## src/rtl/inst_cache.sv

```systemverilog
// inst_cache: direct-mapped instruction cache with one-word lines.
// A miss fills the line one byte per memory-arbiter acknowledge, then
// the assembled word is presented with a one-cycle ready pulse.
// Build option: define INST_CACHE_EN to include the line array and hit
// path; without it every request is fetched from memory.
module inst_cache #(
    parameter int IDX_W = 4
) (
    input  logic        clk_in,
    input  logic        rst_in,
    input  logic        rdy_in,
    input  logic        _clear,
    input  logic        _req_in,
    input  logic [31:0] _pc_in,
    output logic [31:0] _inst_out,
    output logic        _inst_ready_out,
    output logic        _mem_req,
    output logic [31:0] _mem_addr,
    input  logic        _mem_ack,
    input  logic [7:0]  _mem_din
);

    localparam int LINES = 1 << IDX_W;
    localparam int TAG_W = 30 - IDX_W;

    typedef enum logic [1:0] {IDLE, FILL, RESP} state_t;

    state_t      state, state_nx;
    logic [1:0]  cnt;        // byte counter within the fill
    logic [29:0] base;       // word address of the line being filled
    logic [23:0] fill_buf;   // bytes 0..2 collected so far
    logic        hit;
    logic [31:0] line_data;
    logic        fill_done;
    logic        unused_pc;

    // Byte lane of the fetch address carries no information for a word fetch.
    assign unused_pc = ^_pc_in[1:0];

    assign fill_done = (state == FILL) && _mem_ack && (cnt == 2'd3);

`ifdef INST_CACHE_EN
    logic [LINES-1:0] valid_q;
    logic [TAG_W-1:0] tag_q  [LINES];
    logic [31:0]      data_q [LINES];
    logic [IDX_W-1:0] pc_idx;
    logic [TAG_W-1:0] pc_tag;
    logic             line_we;

    assign pc_idx    = _pc_in[IDX_W+1:2];
    assign pc_tag    = _pc_in[31:IDX_W+2];
    assign hit       = valid_q[pc_idx] && (tag_q[pc_idx] == pc_tag);
    assign line_data = data_q[pc_idx];
    assign line_we   = fill_done && !_clear;

    // Valid bits: cleared on reset, set when a fill completes uninterrupted.
    always_ff @(posedge clk_in) begin
        if (rst_in) begin
            valid_q <= '0;
        end else if (rdy_in && line_we) begin
            valid_q[base[IDX_W-1:0]] <= 1'b1;
        end
    end

    // Tag and data storage, written on a completed fill.
    // NOTE: the payload arrays are not reset; the valid bits alone decide
    // whether a line is usable, which keeps these mappable onto RAM.
    always_ff @(posedge clk_in) begin
        if (!rst_in && rdy_in && line_we) begin
            tag_q[base[IDX_W-1:0]]  <= base[29:IDX_W];
            data_q[base[IDX_W-1:0]] <= {_mem_din, fill_buf};
        end
    end
`else
    assign hit       = 1'b0;
    assign line_data = '0;
`endif

    // State register; rdy_in low freezes it, reset overrides everything.
    // NOTE: sequential state uses non-blocking assignments so every register
    // samples pre-edge values regardless of statement order.
    always_ff @(posedge clk_in) begin
        if (rst_in) begin
            state <= IDLE;
        end else if (rdy_in) begin
            state <= state_nx;
        end
    end

    // Next-state and handshake outputs.
    // NOTE: every output gets a default first so no path infers a latch.
    always_comb begin
        state_nx        = state;
        _mem_req        = 1'b0;
        _inst_ready_out = 1'b0;
        _mem_addr       = {base, cnt};
        case (state)
            IDLE: begin
                if (!_clear && _req_in) begin
                    state_nx = hit ? RESP : FILL;
                end
            end
            FILL: begin
                _mem_req = 1'b1;
                if (_clear) begin
                    state_nx = IDLE;
                end else if (fill_done) begin
                    state_nx = RESP;
                end
            end
            RESP: begin
                _inst_ready_out = !_clear;
                state_nx        = IDLE;
            end
            default: state_nx = IDLE;
        endcase
    end

    // Datapath: fill address/counter, byte assembly and the output word.
    always_ff @(posedge clk_in) begin
        if (rst_in) begin
            cnt       <= 2'd0;
            base      <= '0;
            fill_buf  <= '0;
            _inst_out <= '0;
        end else if (rdy_in && !_clear) begin
            case (state)
                IDLE: begin
                    if (_req_in) begin
                        if (hit) begin
                            _inst_out <= line_data;
                        end else begin
                            base <= _pc_in[31:2];
                            cnt  <= 2'd0;
                        end
                    end
                end
                FILL: begin
                    if (_mem_ack) begin
                        cnt <= cnt + 2'd1;
                        case (cnt)
                            2'd0:    fill_buf[7:0]   <= _mem_din;
                            2'd1:    fill_buf[15:8]  <= _mem_din;
                            2'd2:    fill_buf[23:16] <= _mem_din;
                            default: _inst_out       <= {_mem_din, fill_buf};
                        endcase
                    end
                end
                default: ;
            endcase
        end
    end

endmodule

```

## config.mk

```make
export PLATFORM = sky130hd
export DESIGN_NAME = inst_cache
export DESIGN_NICKNAME = d
export VERILOG_FILES = /design/src/rtl/inst_cache.sv
export SDC_FILE = /design/constraint.sdc
export NUM_CORES = 1
export LEC_CHECK = 0
export BUFFER_PORTS_ARGS = -buffer_cell sky130_fd_sc_hd__buf_2
export CAP_MARGIN = 0
export CELL_PAD_IN_SITES_DETAIL_PLACEMENT = 1
export CELL_PAD_IN_SITES_GLOBAL_PLACEMENT = 2
export CORE_ASPECT_RATIO = 1.1
export CORE_UTILIZATION = 30
export CTS_CLUSTER_DIAMETER = 150
export DETAILED_ROUTE_END_ITERATION = 8
export HOLD_SLACK_MARGIN = 0.08
export PLACE_DENSITY = 0.79
export SYNTH_ARGS = -nofsm -noshare
export SYNTH_HDL_FRONTEND = slang
export SYNTH_SLANG_ARGS = --single-unit
export TNS_END_PERCENT = 5
```

## constraint.sdc

```tcl
create_clock -name clk_in -period 4.2 [get_ports clk_in]
set_input_delay 0.42 -clock clk_in [delete_from_list [all_inputs] [get_ports clk_in]]
set_output_delay 0.42 -clock clk_in [all_outputs]
set_load 0.03 [all_outputs]
```

==> results by group <==
GRT
  – Gr busiest metal: met2
  – Met2 Track Usage GR: between 20% and 30%
  – Vias in the first global route: 2,891
  – Initial antenna violation count: 0
  – Total congestion overflow: 0
  – GR Util met3: 5.337%
  – Largest net degree at the start of global routing: 72
  – First-pass GRT wire length: 14.15 mm
  – Total GRT Usage: between 10% and 20%
  – Met1 usage: around 16%

STA
  – Final Hold Viols: 0
  – Slew Limit Fails: 0
  – Final setup viols: 0
  – Worst Tran Pin Value: approximately 1000 ps
  – Unrepaired setup endpoints after global routing: no
  – Worst slew margin: between 30% and 40%
  – Clk_skew: 7.890 ps
  – Post-layout minimum cycle time: between 2000 and 2500 ps
  – Setup TNS: 0 ps
  – Peak Freq: 465.4 MHz
  – Period Utilization, post-route: about half

Floorplanning
  – Die height: around 120 um
  – Initial Util: between 30% and 40%
  – Die area: between 10,000 and 15,000 um^2
  – Core area: approximately 12,000 um^2
  – Horiz. Die Dim: 109.7 um
  – FP Rows: 42
  – I/O pins: around 110

Power
  – Maximum vdd drop: around 0.00014 V
  – Total power: between 0.0015 and 0.002 W
  – Power Dens Cells: 386.0 nW/um^2
  – P_leak: between 2 and 2.5 nW

Critical path
  – CP Max Fanout: 29
  – Worst EP arrival: around 2400 ps
  – R2R cell count: 3
  – Worst path required time: between 4000 and 5000 ps
  – CP startpoint kind: primary input
  – Setup Crit Path Kind: primary input to register
  – Critical Path Sink Type: register

Logic synthesis
  – Synth area leader: dfxtp_1
  – Post-Syn Nets: roughly 410
  – Synth top area cells: dfxtp_1 (47%), mux2i_1 (23%), nand2b_1 (20%)
  – Yosys cell types: 24
  – FFs w/ async S/R, synth: 0%
  – Ys Warns: 0
  – Cell area after synthesis: 3827 um^2
  – Seq/Total Area, Yosys: 47.07%
  – Share of Yosys cell area claimed by the top area cell type: a little under half
  – Number of synthesized flops with an enable pin: 0
  – Synth Flop Type: dfxtp_1
  – Seq cells post-synth: 90
  – Avg Cell Area, Syn: between 10 and 15 um^2
  – Syn Inst Count: 360

Place
  – # port buffers: 109
  – Final GP Congestion: approximately 0.73
  – Dpl hpwl: ~6.0 mm

Clock network
  – Deepest clock path buffer count: 2
  – Hold-fix buffers, CTS: 0
  – CTS tree: yes
  – Root Buffer Master: clkbuf_16
  – Postcts setup bufs: 0
  – # clock sinks: 90
  – Worst-path clk slew: approximately 70 ps
  – TritonCTS buffer count: 9
  – Later-pin clock latency in the skew report: about 340 ps
  – Post_cts resized: 0
  – H-tree depth: 3

Drt
  – DR pass1 iterations: 4
  – Vias after detailed routing: 2,769
  – Routed wire length: slightly below 9 mm
  – Antenna Nets Post-Route: 0
  – Iteration-0 DRC Markers: 59
  – Via/cell ratio: 4.502
  – Residual DRC: 0
  – WL/cell: approximately 14 um

Cells and area
  – Filler Cell Count: around 1.4k
  – Area growth syn-to-layout: 23.93%
  – Antenna Diode Count: 0
  – Share of cells above drive strength 1: 28.20%
  – Final net count: 507

Worst hold path
  – Hold path cells: 3
  – Worst hold path class: primary input to register

Outcome
  – Outcome: finished clean

Flow run
  – Max_cap viols: 0
==> where the power goes <==
part / internal (W) / total, W / switching, W / leakage [nW]
combinational: 0.0000563 / 0.000126 / 0.0000698 / 1.39
clock: 0.000494 / 0.000835 / 0.000341 / 0.153
sequential: 0.000864 / 0.000870 / 0.00000577 / 0.727
==> routing by layer <==
metal  vias to the layer above  routed length, um
met1                      1295               3871
li1                       1376                  -
met2                        86               3973
met5                         -                  0
met4                         0                176
met3                        12                712
==> cell usage after synthesis, drive strengths merged, types with 3 or more instances <==
master    n
inv       3
buf       9
dfxtp    90
and3      3
o21ai     3
mux2i    87
clkbuf   16
nand2b  124
ha        5
nand3     5
a21oi     4
nor2b     3
==> through the flow <==
stage	hold WS (ps)	instances	util, %	setup WS [ps]	cell area (um^2)
floorplan	457.6	360	-	2787	3827
global placement	455.4	599	36.25	1821	4438
detailed placement	461.0	599	36.25	1697	4438
CTS	317.0	615	38.74	2003	4743
global route	337.0	615	38.74	1888	4743
finish	330.7	615	38.74	2051	4743
==> sequential cells by signal, indices dropped and copies added (netlist names) <==
name and flops:
_inst_out 32, fill_buf 24, state 2, cnt 2
base 30
==> cell families (layout without fill, tap and decap cells) <==
kind of cell | Yosys count | count (layout) | share of synthesized area (%)
and+or+nand+nor | 142 | 142 | 23.57
DFF | 90 | 90 | 47.07
muxes | 87 | 87 | 22.75
buffers and inverters | 28 | 129 | 3.857
AOI/OAI and AO/OA | 8 | 8 | 1.111
adders and majority gates | 5 | 5 | 1.635
==> worst paths after layout <==
check                 endpoint        from  slack, ps
setup reg to reg  _inst_out[8]    state[1]       2050
hold reg to reg       base[28]    base[28]        470
setup / recovery  _inst_out[8]      _clear       2050
hold / removal        base[21]  _pc_in[23]        330
==> area by class of cell <==
type,instances,area [um^2],area share [%]
well taps,154,192.7,4.062
clock inverters,4,48.80,1.029
multi-input cells,242,1879,39.62
clock buffers,12,256.5,5.408
flip-flops and latches,90,1802,37.98
inverters,3,11.26,0.2374
repair buffers,110,553.0,11.66
==> layout by cell type (no fill, tap or decap), types with 2 or more instances in the layout <==
cell,Yosys,layout
dfxtp_1,90,90
inv_1,3,3
clkinv_2,0,2
nor2b_1,3,3
nand3_1,2,2
o21ai_0,3,3
ha_1,5,5
clkbuf_16,0,9
nand3_2,3,3
and3_1,3,2
clkbuf_8,0,2
buf_2,1,109
mux2i_1,87,87
nand2b_1,124,124
a21oi_1,4,4
==> worst max-delay path, stage by stage <==
cell and delay, ps:
buf_2 120, nor2b_1 470, nand3_2 870, mux2i_1 480
Note: power is estimated with default switching activity, not from simulation.
